File: src/rtl/wb_conbus_pkg.sv
// Shared conbus bus geometry and the master arbiter state encoding.
package wb_conbus_pkg;
  localparam int DW = 32;
  localparam int AW = 11;
  localparam int SW = 4;

  typedef enum logic [1:0] {
    IDLE = 2'b00,
    GNT0 = 2'b01,
    GNT1 = 2'b10
  } arb_state_e;
endpackage

File: src/rtl/wb_arb_watchdog.sv
// Bus watchdog: counts cycles of an unanswered strobe and forces an err
// (killing the strobe) on the TIMEOUT-th cycle. TIMEOUT=0 disables it.
module wb_arb_watchdog #(
  parameter int TO_W    = 8,
  parameter int TIMEOUT = 255
) (
  input  logic clk,
  input  logic rst_n,
  input  logic cyc,
  input  logic stb,
  input  logic term,
  output logic force_err,
  output logic stb_kill
);
  localparam logic [TO_W-1:0] LIMIT   = TO_W'(TIMEOUT - 1);
  localparam logic [TO_W-1:0] CNT_MAX = {TO_W{1'b1}};
  localparam logic [TO_W-1:0] ONE     = TO_W'(1);

  logic [TO_W-1:0] cnt_r;
  logic [TO_W-1:0] cnt_nxt_s;
  logic            pending_s;
  logic            hit_s;

  // Count compare and saturating next-count; a slave termination beats the timeout
  always_comb begin
    pending_s = cyc & stb & ~term;
    if (TIMEOUT != 0) begin
      hit_s = pending_s & (cnt_r == LIMIT);
    end else begin
      hit_s = 1'b0;
    end
    if (!pending_s || hit_s) begin
      cnt_nxt_s = '0;
    end else if (cnt_r != CNT_MAX) begin
      cnt_nxt_s = cnt_r + ONE;
    end else begin
      cnt_nxt_s = cnt_r;
    end
  end

  // Stall counter register
  always_ff @(posedge clk or negedge rst_n) begin
    if (!rst_n) begin
      cnt_r <= '0;
    end else begin
      cnt_r <= cnt_nxt_s;
    end
  end

  assign force_err = hit_s;
  assign stb_kill  = hit_s;
endmodule

File: src/rtl/wb_master_arb.sv
// Two-master round-robin Wishbone arbiter in front of the conbus master port.
// The grant is held for a whole cyc; every handover passes through one IDLE cycle.
module wb_master_arb #(
  parameter int DW      = wb_conbus_pkg::DW,
  parameter int AW      = wb_conbus_pkg::AW,
  parameter int SW      = wb_conbus_pkg::SW,
  parameter int TO_W    = 8,
  parameter int TIMEOUT = 255
) (
  input  logic          clk_i,
  input  logic          rst_i,
  input  logic [DW-1:0] m0_dat_i,
  input  logic [AW-1:0] m0_adr_i,
  input  logic [SW-1:0] m0_sel_i,
  input  logic          m0_we_i,
  input  logic          m0_cyc_i,
  input  logic          m0_stb_i,
  input  logic          m0_cab_i,
  output logic [DW-1:0] m0_dat_o,
  output logic          m0_ack_o,
  output logic          m0_err_o,
  output logic          m0_rty_o,
  input  logic [DW-1:0] m1_dat_i,
  input  logic [AW-1:0] m1_adr_i,
  input  logic [SW-1:0] m1_sel_i,
  input  logic          m1_we_i,
  input  logic          m1_cyc_i,
  input  logic          m1_stb_i,
  input  logic          m1_cab_i,
  output logic [DW-1:0] m1_dat_o,
  output logic          m1_ack_o,
  output logic          m1_err_o,
  output logic          m1_rty_o,
  output logic [AW-1:0] b_adr_o,
  output logic [SW-1:0] b_sel_o,
  output logic [DW-1:0] b_dat_o,
  output logic          b_we_o,
  output logic          b_cyc_o,
  output logic          b_stb_o,
  output logic          b_cab_o,
  input  logic [DW-1:0] b_dat_i,
  input  logic          b_ack_i,
  input  logic          b_err_i,
  input  logic          b_rty_i,
  output logic [1:0]    gnt_o
);
  import wb_conbus_pkg::*;

  arb_state_e state_r, state_nxt_s;
  logic       last_r, last_nxt_s;
  logic [1:0] gnt_r, gnt_nxt_s;
  logic       sel_cyc_s, sel_stb_s, term_s;
  logic       force_err_s, stb_kill_s;

  // Arbitration: last_r names the master served most recently (1 after reset)
  always_comb begin
    state_nxt_s = state_r;
    last_nxt_s  = last_r;
    case (state_r)
      IDLE: begin
        if (m0_cyc_i && m1_cyc_i) begin
          state_nxt_s = last_r ? GNT0 : GNT1;
        end else if (m0_cyc_i) begin
          state_nxt_s = GNT0;
        end else if (m1_cyc_i) begin
          state_nxt_s = GNT1;
        end else begin
          state_nxt_s = IDLE;
        end
      end
      GNT0: begin
        if (!m0_cyc_i) begin
          state_nxt_s = IDLE;
          last_nxt_s  = 1'b0;
        end else begin
          state_nxt_s = GNT0;
        end
      end
      GNT1: begin
        if (!m1_cyc_i) begin
          state_nxt_s = IDLE;
          last_nxt_s  = 1'b1;
        end else begin
          state_nxt_s = GNT1;
        end
      end
      default: begin
        state_nxt_s = IDLE;
      end
    endcase
    case (state_nxt_s)
      GNT0:    gnt_nxt_s = 2'b01;
      GNT1:    gnt_nxt_s = 2'b10;
      default: gnt_nxt_s = 2'b00;
    endcase
  end

  // State, round-robin pointer and grant status registers
  always_ff @(posedge clk_i or negedge rst_i) begin
    if (!rst_i) begin
      state_r <= IDLE;
      last_r  <= 1'b1;
      gnt_r   <= 2'b00;
    end else begin
      state_r <= state_nxt_s;
      last_r  <= last_nxt_s;
      gnt_r   <= gnt_nxt_s;
    end
  end

  assign gnt_o  = gnt_r;
  assign term_s = b_ack_i | b_err_i | b_rty_i;

  // Granted master's cyc/stb, kept apart from b_stb_o so the watchdog sees the raw strobe
  always_comb begin
    case (state_r)
      GNT0: begin
        sel_cyc_s = m0_cyc_i;
        sel_stb_s = m0_stb_i;
      end
      GNT1: begin
        sel_cyc_s = m1_cyc_i;
        sel_stb_s = m1_stb_i;
      end
      default: begin
        sel_cyc_s = 1'b0;
        sel_stb_s = 1'b0;
      end
    endcase
  end

  wb_arb_watchdog #(
    .TO_W    (TO_W),
    .TIMEOUT (TIMEOUT)
  ) u_watchdog (
    .clk       (clk_i),
    .rst_n     (rst_i),
    .cyc       (sel_cyc_s),
    .stb       (sel_stb_s),
    .term      (term_s),
    .force_err (force_err_s),
    .stb_kill  (stb_kill_s)
  );

  // Bus and response muxes; IDLE (and therefore reset) drives everything to zero
  always_comb begin
    b_adr_o  = '0;
    b_sel_o  = '0;
    b_dat_o  = '0;
    b_we_o   = 1'b0;
    b_cyc_o  = 1'b0;
    b_stb_o  = 1'b0;
    b_cab_o  = 1'b0;
    m0_dat_o = '0;
    m0_ack_o = 1'b0;
    m0_err_o = 1'b0;
    m0_rty_o = 1'b0;
    m1_dat_o = '0;
    m1_ack_o = 1'b0;
    m1_err_o = 1'b0;
    m1_rty_o = 1'b0;
    case (state_r)
      GNT0: begin
        b_adr_o  = m0_adr_i;
        b_sel_o  = m0_sel_i;
        b_dat_o  = m0_dat_i;
        b_we_o   = m0_we_i;
        b_cyc_o  = sel_cyc_s;
        b_stb_o  = sel_stb_s & ~stb_kill_s;
        b_cab_o  = m0_cab_i;
        m0_dat_o = b_dat_i;
        m1_dat_o = b_dat_i;
        m0_ack_o = b_ack_i;
        m0_err_o = b_err_i | force_err_s;
        m0_rty_o = b_rty_i;
      end
      GNT1: begin
        b_adr_o  = m1_adr_i;
        b_sel_o  = m1_sel_i;
        b_dat_o  = m1_dat_i;
        b_we_o   = m1_we_i;
        b_cyc_o  = sel_cyc_s;
        b_stb_o  = sel_stb_s & ~stb_kill_s;
        b_cab_o  = m1_cab_i;
        m0_dat_o = b_dat_i;
        m1_dat_o = b_dat_i;
        m1_ack_o = b_ack_i;
        m1_err_o = b_err_i | force_err_s;
        m1_rty_o = b_rty_i;
      end
      default: begin
        b_cyc_o = 1'b0;
      end
    endcase
  end
endmodule
File: config.mk
export PLATFORM = sky130hd
export DESIGN_NAME = wb_master_arb
export DESIGN_NICKNAME = d
export VERILOG_FILES = /design/src/rtl/wb_conbus_pkg.sv /design/src/rtl/wb_arb_watchdog.sv /design/src/rtl/wb_master_arb.sv
export SDC_FILE = /design/constraint.sdc
export NUM_CORES = 1
export LEC_CHECK = 0
export BUFFER_PORTS_ARGS = -buffer_cell sky130_fd_sc_hd__buf_2
export CAP_MARGIN = 15
export CELL_PAD_IN_SITES_DETAIL_PLACEMENT = 0
export CELL_PAD_IN_SITES_GLOBAL_PLACEMENT = 1
export CORE_ASPECT_RATIO = 0.75
export CORE_UTILIZATION = 19
export CTS_CLUSTER_DIAMETER = 30
export DETAILED_ROUTE_END_ITERATION = 12
export PLACE_DENSITY_LB_ADDON = 0.15
export SYNTH_ARGS = -nofsm -noshare
export SYNTH_HDL_FRONTEND = slang
export SYNTH_SLANG_ARGS = --single-unit
File: constraint.sdc
create_clock -name clk_i -period 2.3 [get_ports clk_i]
set_input_delay 0.115 -clock clk_i [delete_from_list [all_inputs] [get_ports clk_i]]
set_output_delay 0.115 -clock clk_i [all_outputs]
set_load 0.005 [all_outputs]
---- Word-level counts from Yosys, hierarchy flattened ----
Cells that the tools add are included.
storage, ports and cells
  word-level logic and storage cells ...... 58
  output and inout bits ................... 123
  input port bits ......................... 139
  register bits after elaboration ......... 13
cells by class
  reduce and logical (&&, ||, !) cells .... 8
  multiplexer cells ....................... 28
  eq/ne operators ......................... 8
  add/sub/neg operators ................... 1
  bitwise gates (word level) .............. 9
operators with widths
  kind                                                  count
  case mux 32 bit (2 select lines)                      1
  2-to-1 mux 32 bit                                     1
  case mux 11 bit (2 select lines)                      1
  2-to-1 mux 8 bit                                      2
  2-to-1 mux 1 bit                                      11
  case mux 1 bit (2 select lines)                       5
  adder 8 x 1 -> 8 bit (second input constant)          1
  equality test 8 bit (second input constant)           1
  2-to-1 mux 2 bit                                      4
  inequality test 8 bit (second input constant)         1
  case mux 4 bit (2 select lines)                       1
  case mux 2 bit (3 select lines)                       1
  bitwise AND 1 bit                                     4
  equality test 2 x 1 -> 1 bit (second input constant)  2
  equality test 2 bit (second input constant)           2
  inequality test 2 bit (second input constant)         2
  case mux 2 bit (2 select lines)                       1
  nonzero test 2 bit                                    2
  OR 1 bit                                              3
  AND reduction 3 bit                                   1
  logical NOT 2 bit                                     1
  NOT 1 bit                                             2
  OR reduction 2 bit                                    1
  logical AND 1 bit                                     1
  2 further kinds                                       2

---- Depth between registers and ports, before layout ----
Gate-level depths: netlist of run 1.
  word-level depth ........................ 8
  gate-level depth with buffers ........... 8
  gate-level depth less buffers ........... 6

---- Modules after synthesis ----
Synthesis of run 1 repeated with hierarchy kept, for this count alone.
second synthesis, totals
  cells, all modules ...................... 272
  area total of the unflattened synthesis .. 2093.3 µm²
by module, submodules not included
  module           cells an instance  times used  sequential area each (µm²)  area an instance (µm²)
  wb_master_arb    220                1           126.4                       1572.8
  wb_arb_watchdog  52                 1           200.2                       520.5

---- Worst setup path after synthesis of run 1 ----
No wires, ideal clock.
  path type ............................... register to register
  from .................................... reg state_r[0]
  to ...................................... reg u_watchdog.cnt_r[1]
  cell stages (with the launch flop) ...... 9
  buffers on the path ..................... 2
  clock period less this slack ............ 1.670 ns
  setup slack ............................. 0.630 ns
  setup time .............................. 0.087 ns
  required time ........................... 2.213 ns
  arrival time ............................ 1.583 ns
  cells stage by stage .................... dfrtp_1 inv_1 ha_1 buf_4 a22o_2 nand2_1 or3b_1 buf_6 a211oi_2
between the ends
  longest elaborated chain between the ends .. 7
  elaborated cells between the ends (all ways) .. 11
  those cells by class .................... eq/ne (2); mux (3); bitwise (3); reduce/logical (3)
RTL lines
  what                                                                 RTL line                                      text
  start: declaration                                                   wb_master_arb.sv:49                           arb_state_e state_r, state_nxt_s;
  start signal: assignment                                             wb_master_arb.sv:105                          state_r <= state_nxt_s;
  equality test 2 bit or equality test 2 x 1 -> 1 bit (tied branches)  wb_master_arb.sv:116                          case (state_r)
  case mux 1 bit (2 select lines)                                      wb_master_arb.sv:116
  bitwise AND 1 bit (*) (2 in series)                                  wb_arb_watchdog.sv:26                         pending_s = cyc & stb & ~term;
  bitwise AND 1 bit or logical NOT 1 bit (tied branches)               wb_arb_watchdog.sv:28, wb_arb_watchdog.sv:32
  logical OR 1 bit (*)                                                 wb_arb_watchdog.sv:32                         if (!pending_s || hit_s) begin
  2-to-1 mux 8 bit or nonzero test 2 bit (tied branches)               -
  end signal: assignment                                               wb_arb_watchdog.sv:46                         cnt_r <= cnt_nxt_s;
  end: declaration                                                     wb_arb_watchdog.sv:19                         logic [TO_W-1:0] cnt_r;
Every way passes the cells marked *; elsewhere a longest branch is shown, timed or not.
A chain may end at the register's enable or synchronous reset.

---- Worst setup path in the final report of run 1 ----
  from .................................... reg state_r[0]
  to ...................................... out b_sel_o[0]
between the ends
  longest elaborated chain between the ends .. 2
  elaborated cells between the ends (all ways) .. 3
  those cells by class .................... eq/ne (2); mux (1)
RTL lines
  what                                                                 RTL line              text
  equality test 2 bit or equality test 2 x 1 -> 1 bit (tied branches)  wb_master_arb.sv:162  case (state_r)
  case mux 4 bit (2 select lines) (*)                                  wb_master_arb.sv:162
  end: declaration                                                     wb_master_arb.sv:35   output logic [SW-1:0] b_sel_o,
Marks and branches as above.

==> impl_metrics.prom, run 1 <==
# TYPE chip_impl_metric gauge
chip_impl_info{name="run_status",value="finished, final reports clean"} 1
chip_impl_info{name="hold_path_class",value="in -> reg"} 1
chip_impl_info{name="layout.cells.most_common",value="buf_2"} 1
chip_impl_metric{name="deepest_level_of_the_cts_h_tree",unit=""} 1
chip_impl_metric{name="dp.cells",unit=""} 610
chip_impl_metric{name="via_count",unit=""} 2663
chip_impl_metric{name="wirelength",unit="µm"} 8700
chip_impl_metric{name="final_antenna_net_count",unit=""} 0
chip_impl_metric{name="routedWlPerCell",unit="µm"} 14.2
chip_impl_metric{name="ys_ff_latch",unit=""} 13
chip_impl_info{name="netlist.top_cell.by_area",value="a22oi_1"} 1
chip_impl_metric{name="post-dp-hpwl",unit="µm"} 6980
chip_impl_info{name="layout_common_cells",value="261 x buf_2, 52 x nor2b_1, 50 x a22oi_1"} 1
chip_impl_metric{name="wire_length_of_the_first_global_routing_pass",unit="µm"} 12500
chip_impl_metric{name="first_global_vias",unit=""} 2307
chip_impl_metric{name="max-cap-violations",unit=""} 0
chip_impl_metric{name="global_route.usage.total",unit="%"} 14.6
chip_impl_metric{name="floorplan.die_area",unit="µm²"} 10900
chip_impl_info{name="hold_path_startpoint",value="m0_cyc_i"} 1
chip_impl_metric{name="cts_num_sinks",unit=""} 13
chip_impl_metric{name="finish.net_count",unit=""} 625
chip_impl_metric{name="report.power.total",unit="mW"} 3.63
chip_impl_info{name="tritoncts_clock_tree",value="done"} 1
chip_impl_info{name="timing.critical_path.max_delay_family",value="buffers and inverters"} 1
chip_impl_metric{name="final.setup_skew",unit="ns"} 0.00498
chip_impl_info{name="worstSetupEndpointType",value="primary output"} 1
chip_impl_metric{name="power_switching",unit="mW"} 1.64
chip_impl_metric{name="clkTransAtPathRegs",unit="ns"} 0.05
chip_impl_metric{name="synth_cell_types",unit=""} 37
chip_impl_metric{name="synth-edff-count",unit=""} 0
chip_impl_info{name="critical_path_class",value="reg -> out"} 1
chip_impl_metric{name="timing_max_transition_violations_final",unit=""} 0
chip_impl_metric{name="grt_start_max_net_pins",unit=""} 84
chip_impl_metric{name="gp_congestion",unit=""} 0.742
chip_impl_metric{name="postLayoutCoreUtil",unit="%"} 32.0
chip_impl_metric{name="period_share",unit="%"} 91.7
chip_impl_metric{name="p_leak",unit="nW"} 1.79
chip_impl_info{name="rr_startpoint",value="state_r[0]$_DFF_PN0_"} 1
chip_impl_metric{name="setup_tns",unit="ns"} 0
chip_impl_metric{name="power.density_cell_area",unit="nW/µm²"} 1110
chip_impl_metric{name="timing.final.setup_violations",unit=""} 0
chip_impl_metric{name="slew_headroom",unit="%"} 62.1
chip_impl_info{name="worst_hold_path.endpoint",value="state_r[0]$_DFF_PN0_"} 1
chip_impl_metric{name="dr.first_iter.drc_count",unit=""} 80
chip_impl_metric{name="crit_arrival",unit="ns"} 1.99
chip_impl_metric{name="syn-instance-count",unit=""} 263
chip_impl_metric{name="die_h",unit="µm"} 90.9
chip_impl_metric{name="drc_errors",unit=""} 0
chip_impl_metric{name="asyncSetResetFlopFracSynth",unit="%"} 100
chip_impl_metric{name="antennaDiodeCount",unit=""} 0
chip_impl_info{name="post_synth_main_area_contributors",value="a22oi_1 19%, nor2b_1 16%, dfrtp_1 15%, buf_4 13%, and2_1 12%"} 1
chip_impl_metric{name="netlist_area",unit="µm²"} 2000
chip_impl_metric{name="insertion_delay",unit="ns"} 0.24
chip_impl_metric{name="viasPerCell",unit=""} 4.33
chip_impl_metric{name="finalHoldWorstSlack",unit="ns"} 0.193
chip_impl_metric{name="fp.coreArea",unit="µm²"} 10200
chip_impl_metric{name="die_x",unit="µm"} 120
chip_impl_metric{name="crit_fanout",unit=""} 52
chip_impl_metric{name="final_hold_viol_count",unit=""} 0
chip_impl_info{name="rsz0062_at_grt",value="false"} 1
chip_impl_metric{name="postSynthNetCount",unit=""} 408
chip_impl_info{name="critPathLaunchType",value="flop"} 1
chip_impl_metric{name="antenna_found_initial",unit=""} 1
chip_impl_metric{name="cts_buffers",unit=""} 3
chip_impl_metric{name="reg2reg_slack",unit="ns"} 0.42
chip_impl_info{name="most_used_flip_flop_cell_after_synthesis",value="dfrtp_1"} 1
chip_impl_metric{name="vdd_drop_max",unit="µV"} 718
chip_impl_metric{name="grt_overflow",unit=""} 0
chip_impl_metric{name="power.combinational.fraction",unit="%"} 82.6
chip_impl_metric{name="worst_r2r_path_cells",unit=""} 6
chip_impl_metric{name="p_int",unit="mW"} 1.99
chip_impl_metric{name="clk_path_buf_depth",unit=""} 2
chip_impl_metric{name="post_cts_buffers",unit=""} 0
chip_impl_metric{name="detail_route.first_pass.iterations",unit=""} 4
chip_impl_info{name="clock_tree.root_cell",value="clkbuf_16"} 1
chip_impl_metric{name="final_layout_size_suffix_gt1_share",unit="%"} 58.5
chip_impl_metric{name="tightest_slew",unit="ns"} 0.568
chip_impl_metric{name="core.rowCount",unit=""} 32
chip_impl_metric{name="syn_area_per_cell",unit="µm²"} 7.61
chip_impl_metric{name="required",unit="ns"} 2.18
chip_impl_metric{name="critPathMaxStageDelay",unit="ns"} 0.47
chip_impl_metric{name="synth-seq-area-share",unit="%"} 16.3
chip_impl_info{name="timing.rr.end",value="u_watchdog.cnt_r[1]$_DFFE_PN0P_"} 1
chip_impl_metric{name="critPathBufInv",unit=""} 3
chip_impl_metric{name="ys_warn_count",unit=""} 0
chip_impl_metric{name="netSwitchingFraction",unit="%"} 45.2
chip_impl_metric{name="cts_resized",unit=""} 0
chip_impl_metric{name="max_clock_freq",unit="MHz"} 474
chip_impl_metric{name="initial_utilization",unit="%"} 19.5
chip_impl_info{name="path_cells",value="inv_1 -> ha_2 -> buf_4 -> a22oi_1 -> nor2b_1 -> buf_2"} 1
chip_impl_info{name="critical_path.startpoint",value="state_r[0]$_DFF_PN0_"} 1
chip_impl_metric{name="pin_count",unit=""} 262
chip_impl_metric{name="placement.io_buffers",unit=""} 261
chip_impl_metric{name="synth.top_cell.area_share",unit="%"} 18.8
chip_impl_metric{name="period_needed",unit="ns"} 2.11
chip_impl_metric{name="flop_pwr_share",unit="%"} 8.5
chip_impl_info{name="slowest_cell_on_crit_path",value="buf_4"} 1
chip_impl_metric{name="area_growth_syn_to_layout",unit="%"} 63.9
chip_impl_metric{name="whs_path_depth",unit=""} 2
chip_impl_metric{name="finish.cell_count_without_fillers",unit=""} 615
chip_impl_metric{name="clock_group_share_of_total_power",unit="%"} 8.9
-- power groups by stage --
stage          combinational [mW]  sequential [mW]  clock (mW)
2_1_floorplan                2.06            0.305           0
3_3_place_gp                 3.05            0.315           0
3_5_place_dp                 3.04            0.313           0
4_1_cts                      3.05            0.310       0.334
5_1_grt                      3.32            0.317       0.346
6_report                     2.99            0.310       0.322
-- sequential cells by signal (all words and copies together), names as in the netlist --
signal,flops
last_r,1
gnt_o,2
state_r,2
u_watchdog.cnt_r,8
-- synthesized netlist by cell type, types with 2 or more instances --
library cell / n
a22oi_1: 50
nor2b_1: 52
xnor2_1: 3
clkbuf_1: 19
a21oi_1: 2
a21oi_2: 3
buf_4: 34
dfrtp_1: 12
nor2_1: 8
nand3_1: 3
o21ai_0: 2
ha_1: 6
nand4_1: 2
and2_1: 37
inv_1: 4
nand2_1: 5
-- cells by family (layout without fill, tap and decap cells) --
kind of cell,after synthesis,count (layout),synth area share [%]
AO/OA/AOI/OAI,66,66,25.1
XOR/XNOR,3,3,1.31
adder cells (fa/ha/maj),6,6,3.75
buffers and inverters,58,274,17.6
flip-flops,13,13,16.3
multiplexers,1,1,0.500
AND/OR/NAND/NOR,116,116,35.4
-- routing by layer --
| metal | routed length (µm) | vias up | GRT usage, % |
|---|---|---|---|
| li1 | - | 1316 | - |
| met1 | 3740 | 1197 | 18.9 |
| met2 | 4200 | 142 | 25.6 |
| met3 | 688 | 6 | 2.65 |
| met4 | 58 | 2 | 1.95 |
| met5 | 13 | - | 0 |
-- what timing repair did --
item / CTS / global route
endpoints found under the hold margin: 12 / 0
endpoints found under the setup margin: 0 / 0
hold buffers: 1 / 0
-- per-stage QoR --
stage	cell area, µm²	worst slack [ns]
final	3280	0.191
after global routing	3280	0.0177
after CTS	3280	0.185
after detailed placement	3190	0.425
after global placement	3190	0.482
after floorplan	2000	0.630
-- worst max path at each step --
| stage | endpoint | slack, ns | cells after the start |
|---|---|---|---|
| global route | b_dat_o[25] | 0.02 | 6 |
| detailed placement | u_watchdog.cnt_r[1]$_DFFE_PN0P_ | 0.43 | 6 |
| global placement | u_watchdog.cnt_r[1]$_DFFE_PN0P_ | 0.48 | 6 |
| CTS | b_sel_o[0] | 0.19 | 6 |
| finish | b_sel_o[0] | 0.19 | 6 |
| floorplan | u_watchdog.cnt_r[1]$_DFFE_PN0P_ | 0.63 | 8 |
-- final cells by class --
class,count,area [µm²]
Fill cell,1127,6970
Timing Repair Buffer,266,1360
Multi-Input combinational cell,192,1330
Sequential cell,13,327
Tap cell,136,170
Clock buffer,4,78.8
Inverter,4,15.0
-- worst reg2reg max path: stages, from the launching register on --
cell and delay (ns):
dfrtp_1 0.40, inv_1 0.10, ha_2 0.24, a22oi_1 0.15
nor4_4 0.18, or3b_1 0.54, a211oi_2 0.19
(Power assumes the default switching activity.)
==> run 2, diff against run 1 <==
--- a/config.mk
+++ b/config.mk
@@ -7,10 +7,11 @@
 export LEC_CHECK = 0
 export BUFFER_PORTS_ARGS = -buffer_cell sky130_fd_sc_hd__buf_2
 export CAP_MARGIN = 15
-export CELL_PAD_IN_SITES_DETAIL_PLACEMENT = 0
-export CELL_PAD_IN_SITES_GLOBAL_PLACEMENT = 1
+export CELL_PAD_IN_SITES_DETAIL_PLACEMENT = 2
+export CELL_PAD_IN_SITES_GLOBAL_PLACEMENT = 2
 export CORE_ASPECT_RATIO = 0.75
-export CORE_UTILIZATION = 19
+export CORE_MARGIN = 5
+export CORE_UTILIZATION = 14
 export CTS_CLUSTER_DIAMETER = 30
 export DETAILED_ROUTE_END_ITERATION = 12
 export PLACE_DENSITY_LB_ADDON = 0.15
==> run 2 against run 1 <==
Worst setup slack better by 0.15 ns. Global-route usage is 1.7 points lower. Cell count is 7.0% higher. Sequential power is 1% lower. Fmax is 7.6% higher. Clock-buffer cell count stayed put. Utilization is 7.8 points lower. Sequential cell count stayed put. Power is 4.0% higher. Sequential share of layout area is 0.21 points lower. Non-clock buffer count is 4 higher.
==> impl_metrics.prom, run 2 (synthesized netlist as in run 1, its figures left out) <==
# TYPE chip_impl_metric gauge
chip_impl_info{name="worst_hold_path.endpoint",value="state_r[0]$_DFF_PN0_"} 1
chip_impl_metric{name="post-dp-hpwl",unit="µm"} 10100
chip_impl_metric{name="layout.filler_cells",unit=""} 1665
chip_impl_metric{name="antenna_found_initial",unit=""} 2
chip_impl_metric{name="initial_utilization",unit="%"} 14.5
chip_impl_metric{name="vdd_drop_max",unit="µV"} 470
chip_impl_metric{name="dp.cells",unit=""} 653
chip_impl_metric{name="core.rowCount",unit=""} 37
chip_impl_metric{name="tightest_slew",unit="ns"} 0.452
chip_impl_metric{name="power_switching",unit="mW"} 1.77
chip_impl_metric{name="final_antenna_net_count",unit=""} 0
chip_impl_metric{name="netSwitchingFraction",unit="%"} 46.9
chip_impl_metric{name="insertion_delay",unit="ns"} 0.24
chip_impl_metric{name="area_growth_syn_to_layout",unit="%"} 67.4
chip_impl_metric{name="timing_max_transition_violations_final",unit=""} 0
chip_impl_info{name="timing.critical_path.max_delay_family",value="buffers and inverters"} 1
chip_impl_metric{name="placement.io_buffers",unit=""} 261
chip_impl_metric{name="critPathMaxStageDelay",unit="ns"} 0.41
chip_impl_info{name="rsz0062_at_grt",value="false"} 1
chip_impl_metric{name="viasPerCell",unit=""} 4.25
chip_impl_metric{name="post_cts_buffers",unit=""} 0
chip_impl_metric{name="critical_path_depth",unit=""} 6
chip_impl_metric{name="critPathBufInv",unit=""} 3
chip_impl_metric{name="antennaDiodeCount",unit=""} 0
chip_impl_metric{name="cts_buffers",unit=""} 3
chip_impl_metric{name="worst_r2r_path_cells",unit=""} 6
chip_impl_metric{name="period_needed",unit="ns"} 1.96
chip_impl_metric{name="fp.coreArea",unit="µm²"} 13800
chip_impl_metric{name="final.setup_skew",unit="ns"} 0.00135
chip_impl_metric{name="via_count",unit=""} 2794
chip_impl_metric{name="reg2reg_slack",unit="ns"} 0.37
chip_impl_metric{name="clk_path_buf_depth",unit=""} 2
chip_impl_info{name="critical_path_class",value="reg -> out"} 1
chip_impl_metric{name="routedWlPerCell",unit="µm"} 17.9
chip_impl_metric{name="p_leak",unit="nW"} 1.81
chip_impl_info{name="layout_common_cells",value="261 x buf_2, 52 x nor2b_1, 49 x a22oi_1"} 1
chip_impl_metric{name="detail_route.first_pass.iterations",unit=""} 3
chip_impl_metric{name="global_route.usage.total",unit="%"} 12.9
chip_impl_metric{name="cts_num_sinks",unit=""} 13
chip_impl_metric{name="multi_input_comb_area",unit="µm²"} 1330
chip_impl_metric{name="final_layout_size_suffix_gt1_share",unit="%"} 59.0
chip_impl_info{name="top_register",value="u_watchdog.cnt_r"} 1
chip_impl_metric{name="die_h",unit="µm"} 114
chip_impl_metric{name="power.combinational.fraction",unit="%"} 83.2
chip_impl_metric{name="wirelength",unit="µm"} 11800
chip_impl_metric{name="timing.final.setup_violations",unit=""} 0
chip_impl_metric{name="final_hold_viol_count",unit=""} 0
chip_impl_info{name="hold_path_class",value="in -> reg"} 1
chip_impl_info{name="rr_startpoint",value="state_r[0]$_DFF_PN0_"} 1
chip_impl_metric{name="largest_register_ff_count",unit=""} 8
chip_impl_info{name="path_cells",value="inv_1 -> ha_2 -> buf_4 -> a22oi_1 -> nor2b_1 -> buf_2"} 1
chip_impl_info{name="critPathLaunchType",value="flop"} 1
chip_impl_info{name="tritoncts_clock_tree",value="done"} 1
chip_impl_metric{name="first_global_vias",unit=""} 3107
chip_impl_metric{name="deepest_level_of_the_cts_h_tree",unit=""} 1
chip_impl_metric{name="required",unit="ns"} 2.18
chip_impl_metric{name="grt_overflow",unit=""} 0
chip_impl_metric{name="wire_length_of_the_first_global_routing_pass",unit="µm"} 17600
chip_impl_info{name="clock_tree.root_cell",value="clkbuf_16"} 1
chip_impl_metric{name="gp_congestion",unit=""} 0.754
chip_impl_metric{name="crit_arrival",unit="ns"} 1.84
chip_impl_metric{name="clkTransAtPathRegs",unit="ns"} 0.04
chip_impl_metric{name="max_clock_freq",unit="MHz"} 510
chip_impl_metric{name="floorplan.die_area",unit="µm²"} 16800
chip_impl_metric{name="p_int",unit="mW"} 2.00
chip_impl_metric{name="crit_fanout",unit=""} 38
chip_impl_metric{name="period_share",unit="%"} 85.2
chip_impl_info{name="timing.rr.end",value="u_watchdog.cnt_r[1]$_DFFE_PN0P_"} 1
chip_impl_info{name="hold_path_startpoint",value="m0_cyc_i"} 1
chip_impl_info{name="run_status",value="finished, final reports clean"} 1
chip_impl_metric{name="die_x",unit="µm"} 148
chip_impl_metric{name="finish.cell_count_without_fillers",unit=""} 658
chip_impl_metric{name="flop_pwr_share",unit="%"} 8.1
chip_impl_metric{name="max-cap-violations",unit=""} 0
chip_impl_metric{name="grt_start_max_net_pins",unit=""} 41
chip_impl_info{name="worstSetupEndpointType",value="primary output"} 1
chip_impl_metric{name="report.power.total",unit="mW"} 3.77
chip_impl_metric{name="seq_area",unit="µm²"} 327
chip_impl_metric{name="setup_tns",unit="ns"} 0
chip_impl_metric{name="pin_count",unit=""} 262
chip_impl_metric{name="drc_errors",unit=""} 0
chip_impl_info{name="slowest_cell_on_crit_path",value="buf_4"} 1
chip_impl_metric{name="dr.first_iter.drc_count",unit=""} 57
chip_impl_metric{name="clock_group_share_of_total_power",unit="%"} 8.7
chip_impl_metric{name="power.density_cell_area",unit="nW/µm²"} 1130
chip_impl_metric{name="finish.net_count",unit=""} 629
chip_impl_metric{name="whs_path_depth",unit=""} 2
chip_impl_info{name="layout.cells.most_common",value="buf_2"} 1
chip_impl_metric{name="slew_headroom",unit="%"} 69.9
-- run 2: per-stage QoR --
| stage | setup WS [ns] | util, % | hold slack (ns) | area (µm²) |
|---|---|---|---|---|
| floorplan | 0.630 | - | -0.181 | 2000 |
| global placement | 0.413 | 23.5 | 0.0313 | 3260 |
| detailed placement | 0.285 | 23.5 | 0.0330 | 3260 |
| CTS | 0.160 | 24.2 | 0.199 | 3340 |
| global route | 0.162 | 24.2 | 0.205 | 3350 |
| finish | 0.340 | 24.2 | 0.205 | 3350 |
-- run 2: final cells by class --
class	instances	area share [%]
multi-input combinational	192	39.8
clock buffer	4	2.35
timing repair buffer	270	41.1
sequential	13	9.75
tap	175	6.54
inverter	4	0.448
-- run 2: per-layer routing --
metal	vias to the layer above	share of wire (%)	track usage (%)
met4	4	1.6	2.28
li1	1320	-	-
met2	149	52	25.0
met3	14	9.0	4.13
met5	-	0.18	0
met1	1307	37	13.8
-- run 2: power by group through the flow --
stage / Clock [mW] / Combinational [mW] / Sequential [mW]
final: 0.328 / 3.14 / 0.306
after global routing: 0.353 / 3.54 / 0.312
after CTS: 0.336 / 3.26 / 0.308
after detailed placement: 0 / 3.25 / 0.311
after global placement: 0 / 3.19 / 0.308
after floorplan: 0 / 2.06 / 0.305
-- run 2: how the worst max path moves through the flow --
| stage | end | slack (ns) | start |
|---|---|---|---|
| after global routing | m1_err_o | 0.16 | state_r[0]$_DFF_PN0_ |
| after floorplan | u_watchdog.cnt_r[1]$_DFFE_PN0P_ | 0.63 | state_r[0]$_DFF_PN0_ |
| after CTS | m1_err_o | 0.16 | state_r[0]$_DFF_PN0_ |
| after global placement | u_watchdog.cnt_r[1]$_DFFE_PN0P_ | 0.41 | state_r[0]$_DFF_PN0_ |
| final | b_dat_o[19] | 0.34 | state_r[0]$_DFF_PN0_ |
| after detailed placement | u_watchdog.cnt_r[1]$_DFFE_PN0P_ | 0.28 | state_r[0]$_DFF_PN0_ |
-- run 2: timing repair --
item | 4_1_cts | 5_1_grt
hold buffers | 1 | 0
endpoints found under the setup margin | 0 | 2
hold endpoints to repair | 12 | 0
resized for setup | 0 | 1
